$ cat src/rtl/uart_tx_ctrl.sv
// uart_tx_ctrl: transmit-side UART sequencer.
//
// Accepts a byte on a valid/ready handshake and latches the baud selection
// for the whole frame. It drives an external uart_clk_div (reset + frequency
// select) and uses that divider's bit tick to shift a frame onto the line:
// a start bit, DATA_BITS data bits LSB first, an optional parity bit, and
// STOP_BITS stop bits.
//
// Ports:
//   i_clk        clock for all logic
//   i_rst_n      asynchronous active-low reset
//   i_freq       requested baud rate, sampled on acceptance only
//   i_data       byte to transmit
//   i_valid      i_data is valid
//   o_ready      byte can be accepted this cycle (combinational)
//   o_tx         serial line, idles high, registered
//   o_busy       a frame is in progress
//   o_done       one-cycle pulse after the last stop bit
//   o_div_rst    reset for the external divider
//   o_freq       frequency select for the external divider (latched)
//   i_baud_tick  bit tick from the external divider

package uart_pkg;
   typedef enum logic [2:0] {
      uart_9600   = 3'd0,
      uart_19200  = 3'd1,
      uart_38400  = 3'd2,
      uart_57600  = 3'd3,
      uart_115200 = 3'd4
   } uart_freq;

   // Divider terminal counts for a 1.8432 MHz system clock: clk/baud - 1.
   localparam int UART_9600_CNT   = 191;
   localparam int UART_19200_CNT  = 95;
   localparam int UART_38400_CNT  = 47;
   localparam int UART_57600_CNT  = 31;
   localparam int UART_115200_CNT = 15;
endpackage

module uart_tx_ctrl
   import uart_pkg::*;
#(
   parameter int DATA_BITS  = 8,
   parameter int STOP_BITS  = 1,
   parameter int PARITY_EN  = 0,
   parameter int PARITY_ODD = 0
) (
   input  logic                 i_clk,
   input  logic                 i_rst_n,
   input  uart_freq             i_freq,
   input  logic [DATA_BITS-1:0] i_data,
   input  logic                 i_valid,
   output logic                 o_ready,
   output logic                 o_tx,
   output logic                 o_busy,
   output logic                 o_done,
   output logic                 o_div_rst,
   output uart_freq             o_freq,
   input  logic                 i_baud_tick
);

   localparam int IDX_W = (DATA_BITS > 1) ? $clog2(DATA_BITS) : 1;
   localparam logic [IDX_W-1:0] LAST_IDX = IDX_W'(DATA_BITS - 1);
   localparam logic STOP_LAST = (STOP_BITS == 2);
   localparam logic PAR_ODD   = (PARITY_ODD != 0);
   localparam logic PAR_EN    = (PARITY_EN != 0);

   typedef enum logic [2:0] {
      S_IDLE, S_START, S_DATA, S_PARITY, S_STOP
   } state_t;

   state_t                 state_q, state_d;
   logic [DATA_BITS-1:0]   shift_q, shift_d;
   logic [IDX_W-1:0]       idx_q, idx_d;
   logic                   stop_q, stop_d;
   logic                   par_q, par_d;
   uart_freq               freq_q, freq_d;
   logic                   tx_q, tx_d;
   logic                   done_q, done_d;
   logic                   div_rst_q, div_rst_d;
   logic                   tick;
   logic                   accept;

   // Only the five supported rates may start a frame; any other encoding
   // would leave the divider at a terminal count of zero.
   function automatic logic freq_ok(input uart_freq f);
      return f inside {uart_9600, uart_19200, uart_38400, uart_57600, uart_115200};
   endfunction

   assign o_ready = (state_q == S_IDLE) && freq_ok(i_freq);
   assign accept  = i_valid && o_ready;
   // Ticks while the divider is still held in reset are stale.
   assign tick    = i_baud_tick && !div_rst_q;

   always_comb begin
      state_d   = state_q;
      shift_d   = shift_q;
      idx_d     = idx_q;
      stop_d    = stop_q;
      par_d     = par_q;
      freq_d    = freq_q;
      done_d    = 1'b0;
      div_rst_d = div_rst_q;
      tx_d      = 1'b1;

      case (state_q)
         S_IDLE: begin
            div_rst_d = 1'b1;
            if (accept) begin
               shift_d   = i_data;
               freq_d    = i_freq;
               par_d     = (^i_data) ^ PAR_ODD;
               idx_d     = '0;
               stop_d    = 1'b0;
               div_rst_d = 1'b0;
               state_d   = S_START;
            end
         end
         S_START: begin
            if (tick) begin
               idx_d   = '0;
               state_d = S_DATA;
            end
         end
         S_DATA: begin
            if (tick) begin
               shift_d = shift_q >> 1;
               if (idx_q == LAST_IDX) begin
                  state_d = PAR_EN ? S_PARITY : S_STOP;
               end else begin
                  idx_d = idx_q + 1'b1;
               end
            end
         end
         S_PARITY: begin
            if (tick) state_d = S_STOP;
         end
         S_STOP: begin
            if (tick) begin
               if (stop_q == STOP_LAST) begin
                  state_d   = S_IDLE;
                  done_d    = 1'b1;
                  div_rst_d = 1'b1;
               end else begin
                  stop_d = 1'b1;
               end
            end
         end
         default: state_d = S_IDLE;
      endcase

      // The line level is registered from the next state so the bit change
      // lands on the same edge as the state change.
      case (state_d)
         S_START:  tx_d = 1'b0;
         S_DATA:   tx_d = shift_d[0];
         S_PARITY: tx_d = par_d;
         default:  tx_d = 1'b1;
      endcase
   end

   always_ff @(posedge i_clk or negedge i_rst_n) begin
      if (!i_rst_n) begin
         state_q   <= S_IDLE;
         shift_q   <= '0;
         idx_q     <= '0;
         stop_q    <= 1'b0;
         par_q     <= 1'b0;
         freq_q    <= uart_9600;
         tx_q      <= 1'b1;
         done_q    <= 1'b0;
         div_rst_q <= 1'b1;
      end else begin
         state_q   <= state_d;
         shift_q   <= shift_d;
         idx_q     <= idx_d;
         stop_q    <= stop_d;
         par_q     <= par_d;
         freq_q    <= freq_d;
         tx_q      <= tx_d;
         done_q    <= done_d;
         div_rst_q <= div_rst_d;
      end
   end

   assign o_tx      = tx_q;
   assign o_busy    = (state_q != S_IDLE);
   assign o_done    = done_q;
   assign o_div_rst = div_rst_q;
   assign o_freq    = freq_q;

endmodule

$ cat config.mk
export PLATFORM = sky130hd
export DESIGN_NAME = uart_tx_ctrl
export DESIGN_NICKNAME = d
export VERILOG_FILES = /design/src/rtl/uart_tx_ctrl.sv
export SDC_FILE = /design/constraint.sdc
export NUM_CORES = 1
export LEC_CHECK = 0
export CAP_MARGIN = 10
export CORE_ASPECT_RATIO = 0.6
export CORE_MARGIN = 4
export CORE_UTILIZATION = 45
export CTS_BUF_LIST = sky130_fd_sc_hd__clkbuf_4 sky130_fd_sc_hd__clkbuf_8 sky130_fd_sc_hd__clkbuf_16
export DETAILED_ROUTE_END_ITERATION = 6
export PLACE_DENSITY = 0.73
export SYNTH_ARGS = -nofsm -noshare
export SYNTH_HDL_FRONTEND = slang
export SYNTH_SLANG_ARGS = --single-unit
$ cat constraint.sdc
create_clock -name i_clk -period 3.75 [get_ports i_clk]
set_input_delay 0.75 -clock i_clk [delete_from_list [all_inputs] [get_ports i_clk]]
set_output_delay 0.75 -clock i_clk [all_outputs]
set_load 0.01 [all_outputs]
Word-level counts from Yosys, hierarchy flattened. Index checks and enable logic that the tools add are counted.

Add/sub/neg operators: 1. Eq/ne operators: 18. Multiplexer cells: 30. Reductions and logical operators: 17.

Operator list (number): $mux 3 (11); $eq 3x2->1 const B (6); $mux 8 (2); $pmux 8 s2 (1); $pmux 3 s5 (1); $ne 2x2->1 const B (6); $mux 1 (11); $eq 3x1->1 const B (3); $eq 3x3->1 const B (3); $pmux 3 s3 (1); $reduce_and 3->1 (3); $reduce_xor 8->1 (1); $logic_not 3->1 (2); $reduce_bool 3->1 (2); $reduce_and 5->1 (1); $reduce_bool 5->1 (1); $pmux 1 s2 (2); $reduce_bool 2->1 (2); $add 3x1->3 const B (1); $logic_and 1x1->1 (3); $pmux 1 s3 (1); $reduce_and 2->1 (1); $logic_not 1->1 (1).

Flip-flop bits (word level): 22. Input port bits: 15. Word-level logic and storage cells: 76.

Logic depth before layout (Yosys ltp). Gate-level depths: netlist of run 1.

Depth in word-level cells: 8. Mapped depth: 7. Mapped depth without buffers: 6.

Worst setup path after synthesis of run 1. OpenSTA, ideal clock, no wires.

Path type: input-to-output. Start point: in i_freq[1]. End point: out o_ready. Arrival: 1.147 ns. Data required time: 3.000 ns. Setup slack: 1.853 ns. Cell stages on the path: 2. Buffers on the path: 0. Cell sequence: o21ai_0 -> and2_2.

Longest elaborated chain between the ends: 3.

RTL lines: from (decl) (RTL line 50) `input uart_freq i_freq,`; $eq 3x1->1 (tied with other cells) (RTL line 87) `return f inside {uart_9600, uart_19200, uart_38400, uart_57600, uart_115200};`; $reduce_bool 5->1 (*) (RTL line 87); $logic_and 1x1->1 (*) (RTL line 90) `assign o_ready = (state_q == S_IDLE) && freq_ok(i_freq);`; to (decl) (RTL line 53) `output logic o_ready,`.

Mark *: on every way between the ends. The rest lies on a longest branch, timed or not.

Final worst setup path of run 1. Same ends and word-level chain as after synthesis.

==> results.yml, run 1 <==
clocking:
  postCtsHoldBufs: 0
  clkTransAtPathRegs_ps: 70
  cts_buffers: 3
  h-tree-depth: 1
  cts_resized: 0
  post-cts-setup-buffers: 0
  cts_tree: "built"
  clockBufferDepth: 2
  insertion_delay_ps: 260
  clock-sinks: 21
  root_buffer: "clkbuf_8"
floorplan:
  die_w_um: 71.06
  dieHeight_um: 45.84
  design.core.area_mm2: 0.002212
  initial_core_util: 0.4853
  rows: 13
  die_area_mm2: 0.003257
  boundaryPins: 23
setup_path:
  end_kind: "output pin"
  rrSetupSlack_ps: 1790
  startpoint_type: "input port"
  cp_max_fo: 3
  crit_required_ps: 3000
  cp_data_arrival_time_ps: 2130
  r2r_end: "shift_q[7]$_DFFE_PN0P_"
  crit_type: "input port to output pin"
  critPathLaunch: "i_freq[1]"
  r2r_start: "state_q[2]$_DFF_PN0_"
  ff2ff_path_depth: 4
pwr:
  pwr-share-comb: 0.399
  power.switching_uw: 324.1
  power_leakage_uw: 0.0006149
  clockPowerShare: 0.162
  ir_drop_mv: 0.3801
  p_per_area_mw_per_mm2: 678.6
  p_seq_frac: 0.439
  swShare: 0.3547
  p_int_uw: 589.6
yosys:
  synth_area_leaders: "dfrtp_1, nand2_1, xnor2_1"
  synthTopCellsByCount: "dfrtp_1, nand2_1, xnor2_1"
  yosys.area.top_type: "dfrtp_1"
  avgSynthCellArea_um2: 10.32
  syn-num-nets: 121
  netlist_area_mm2: 0.001074
  synthCells: 104
  ys_ff_latch: 21
  yosysWarningCount: 0
  seq_area_frac_synth: 0.4918
  synth_edf_count: 0
  synthArstFlopShare: 1.000
  synth_ff_type: "dfrtp_1"
  ys_types: 30
  synth_top_area_share: 0.4429
drt:
  vias_per_cell: 5.318
  firstDrtPassIters: 4
  ant_nets: 0
  finalWirelength_um: 2212
  first_iter_violations: 50
  num_vias: 835
  drc: 0
  wl_per_cell_um: 14.09
layout:
  area_growth_syn_to_layout_pct: 25.41
  fin_cells: 157
  fin_nets: 145
  drive_gt1_frac: 0.1102
  antenna_cells: 0
place:
  post-dp-hpwl_um: 1707
  post-place-cells: 153
  io_buffers: 22
  place.gp.congestion: 0.7724
  pre_cts_ws_ps: 879.9
grt:
  gr-total-overflow: 0
  grt_usage: 0.1521
  antenna_found_initial: 0
  grt_max_degree: 22
  grt_pass1_vias: 858
  grt_pass1_wl_um: 3808
timing:
  fin_setup_tns_ps: 0
  setup_slack_ps: 874.9
  finClkSkew_ps: 2.897
  fin_hold_ws_ps: 480.5
  fin_crit_ps: 2875
  slew_headroom: 0.3962
  max_freq_ghz: 0.3478
  fin_crit_sh: 0.7667
  rsz0062_at_grt: "no"
  worst_slew_pin_slew_ps: 902.8
  hold_viol_final: 0
  setup_viol: 0
  finalMaxSlewViolations: 0
min_path:
  hp-class: "flop to flop"
  hold_path_end: "o_freq[2]$_DFFE_PN0P_"
  hold_depth: 2
  min_from: "o_freq[2]$_DFFE_PN0P_"
run:
  drv_cap: 0
status:
  status: "finished, final reports clean"
## layer usage
metal  GRT usage  vias to the layer above  wire length, um
met5           0                        -                0
met4     0.02247                        0                0
met3     0.04846                        0              124
met2      0.2560                       23             1005
met1      0.1997                      411             1083
li1            -                      401                -
## sequential cells by signal, indices dropped and copies added (netlist names)
signal and cells:
o_freq 3, par_q 1, shift_q 8, state_q 3
idx_q 3, o_tx 1, o_div_rst 1, o_done 1
## layout make-up
class | instances | area (um^2)
Clock buffer | 3 | 41.29
Multi-Input combinational cell | 75 | 495.5
Tap cell | 30 | 37.54
Sequential cell | 21 | 528.0
Clock inverter | 1 | 5.005
Fill cell | 189 | 865.8
Timing Repair Buffer | 22 | 220.2
Inverter | 5 | 18.77
## cells by family (layout without fill, tap and decap cells)
group | Yosys count | count (layout) | share of synthesized area
AOI/OAI and AO/OA | 25 | 25 | 0.1713
adders and majority gates | 2 | 2 | 0.02331
and+or+nand+nor | 38 | 38 | 0.1818
buffers and inverters | 8 | 31 | 0.04661
DFF | 21 | 21 | 0.4918
xor gates and xnor gates | 7 | 7 | 0.05711
muxes | 3 | 3 | 0.02797
## power groups by stage
stage	clock, uW	sequential, uW	combinational [uW]
final	148	401	365
after global routing	163	412	403
after CTS	148	400	368
after detailed placement	0	402	367
after global placement	0	395	351
after floorplan	0	386	245
## worst max-delay path, stage by stage
cell	delay (ps)
clkdlybuf4s50_1	410
o21ai_0	250
and2_2	190
clkdlybuf4s50_1	520
## worst max-delay path by stage
| stage | endpoint | cells past startpoint |
|---|---|---|
| floorplan | o_ready | 2 |
| global placement | o_ready | 4 |
| detailed placement | o_ready | 4 |
| CTS | o_ready | 4 |
| global route | o_ready | 4 |
| finish | o_ready | 4 |
## cell usage in the layout, fill, tap and decap left out, drive strengths merged, types with 2 or more instances in the layout
cell / netlist / final
clkdlybuf4s50: 0 / 22
nand3: 2 / 2
dfrtp: 19 / 19
nor2b: 2 / 2
xnor2: 7 / 7
a21oi: 5 / 5
inv: 5 / 5
a21o: 6 / 6
nand2: 19 / 19
mux2i: 3 / 3
nor2: 5 / 5
nand2b: 2 / 2
o21ai: 4 / 4
clkbuf: 0 / 3
a22o: 7 / 7
nor3: 2 / 2
ha: 2 / 2
dfstp: 2 / 2
nand3b: 2 / 2
## stage by stage
stage / power (uW) / cell area (um^2) / util
after floorplan: 630.7 / 1074 / -
after global routing: 977.8 / 1346 / 0.6086
after detailed placement: 769.0 / 1300 / 0.5877
after global placement: 746.2 / 1300 / 0.5877
final: 913.6 / 1346 / 0.6086
after CTS: 916.2 / 1346 / 0.6086
Note: power is estimated with default switching activity, not from simulation.
==> run 2, diff against run 1 <==
==> constraint.sdc (replaced) <==
create_clock -name i_clk -period 2.7 [get_ports i_clk]
set_input_delay 0.54 -clock i_clk [delete_from_list [all_inputs] [get_ports i_clk]]
set_output_delay 0.54 -clock i_clk [all_outputs]
set_load 0.01 [all_outputs]
==> run 2 against run 1 <==
  * Highest routed layer is now met4
  * Clock skew is 1.1 ps lower
  * Largest cell class unchanged
  * Core utilization is 1.1 points higher
  * Global-route usage is 0.21 points higher
==> results.yml, run 2 (synthesized netlist as in run 1, its figures left out) <==
status:
  status: "finished, final reports clean"
timing:
  slew_headroom: 0.6804
  setup_viol: 0
  fin_crit_sh: 0.9078
  fin_setup_tns_ps: 0
  finalMaxSlewViolations: 0
  hold_viol_final: 0
  rsz0062_at_grt: "no"
  fin_crit_ps: 2451
  worst_slew_pin_slew_ps: 477.7
  max_freq_ghz: 0.4080
  fin_hold_ws_ps: 483.3
  finClkSkew_ps: 1.846
clocking:
  clockBufferDepth: 2
  root_buffer: "clkbuf_8"
  postCtsHoldBufs: 0
  clkTransAtPathRegs_ps: 70
  post-cts-setup-buffers: 0
  insertion_delay_ps: 260
  clock-sinks: 21
  h-tree-depth: 1
  cts_resized: 0
  cts_tree: "built"
  cts_buffers: 3
setup_path:
  r2r_end: "idx_q[1]$_DFFE_PN0P_"
  r2r_start: "idx_q[0]$_DFFE_PN0P_"
  critPathLaunch: "i_freq[0]"
  cp_max_fo: 3
  ff2ff_path_depth: 6
  startpoint_type: "input port"
  end_kind: "output pin"
  cp_data_arrival_time_ps: 1910
  crit_required_ps: 2160
  rrSetupSlack_ps: 1020
  crit_type: "input port to output pin"
  cp-endpoint: "o_ready"
grt:
  gr-total-overflow: 0
  grt_max_degree: 22
  grt_pass1_vias: 849
  top_usage_layer: "met2"
  gr-usage-met3: 0.05066
  grtUsageMet2: 0.2413
  antenna_found_initial: 0
  gr-usage-met1: 0.2112
  grt_pass1_wl_um: 3801
  grt_usage: 0.1542
drt:
  ant_nets: 0
  finalWirelength_um: 2139
  firstDrtPassIters: 4
  drc: 0
  vias_per_cell: 5.213
  first_iter_violations: 57
  wl_per_cell_um: 13.37
  num_vias: 834
floorplan:
  dieHeight_um: 45.84
  rows: 13
  die_area_mm2: 0.003257
  initial_core_util: 0.4853
  design.core.area_mm2: 0.002212
  boundaryPins: 23
  die_w_um: 71.06
run:
  drv_cap: 0
layout:
  fin_nets: 148
  regMostFlops: "shift_q"
  multi_input_area_um2: 495.5
  antenna_cells: 0
  drive_gt1_frac: 0.1308
  largest_reg_flops: 8
  final_common_cell: "clkdlybuf4s50_1"
  postLayoutCellArea_mm2: 0.001371
  layout_common_cells: "clkdlybuf4s50_1, nand2_1, dfrtp_1"
  seq_area_um2: 528.0
  area_growth_syn_to_layout_pct: 27.74
  nFillCells: 182
pwr:
  power_leakage_uw: 0.0006300
  ir_drop_mv: 0.5360
  p_per_area_mw_per_mm2: 929.9
place:
  io_buffers: 22
  post-dp-hpwl_um: 1638
  placed_cell_area_mm2: 0.001323
  place.gp.congestion: 0.7868
min_path:
  hp-class: "flop to flop"
run 2: metal layers:
| layer | routed length [um] | share of wire |
|---|---|---|
| met3 | 174 | 0.081 |
| met4 | 8 | 0.0037 |
| met1 | 1074 | 0.50 |
| met2 | 882 | 0.41 |
| met5 | 0 | 0 |
run 2: stage by stage:
stage                     power (uW)  setup WS, ps  std cells  utilization
after global placement          1049         270.2        156       0.5979
after CTS                       1286         240.1        160       0.6199
after floorplan                876.0          1162        104            -
final                           1275         249.0        160       0.6199
after global routing            1377         165.0        160       0.6199
after detailed placement        1066         252.3        156       0.5979
run 2: power breakdown:
group / leakage, uW / total, uW / internal (uW) / switching, uW
logic: 0.000339 / 508 / 272 / 236
clock network: 0.0000262 / 214 / 115 / 99.0
registers: 0.000265 / 553 / 452 / 101
total: 0.000630 / 1280 / 839 / 436
run 2: cell type report:
cell class,instances,share of cell area
timing repair buffer,25,0.1770
sequential,21,0.3850
multi-input combinational,75,0.3613
inverter,5,0.01369
tap,30,0.02737
clock buffer,4,0.03558
run 2: how the worst min path moves through the flow:
stage                            from  depth (start not counted)                      to  slack, ps
4_1_cts        shift_q[1]$_DFFE_PN0P_                          1  shift_q[1]$_DFFE_PN0P_        490
3_3_place_gp    o_freq[0]$_DFFE_PN0P_                          2   o_freq[0]$_DFFE_PN0P_        460
3_5_place_dp    o_freq[2]$_DFFE_PN0P_                          2   o_freq[2]$_DFFE_PN0P_        470
5_1_grt        shift_q[1]$_DFFE_PN0P_                          1  shift_q[1]$_DFFE_PN0P_        500
6_report       shift_q[6]$_DFFE_PN0P_                          1  shift_q[6]$_DFFE_PN0P_        480
2_1_floorplan                 i_rst_n                          0    idx_q[0]$_DFFE_PN0P_        240
run 2: critical path: stages:
cell,delay (ps)
clkdlybuf4s50_1,430
o21ai_0,240
and2_2,180
clkdlybuf4s50_1,520
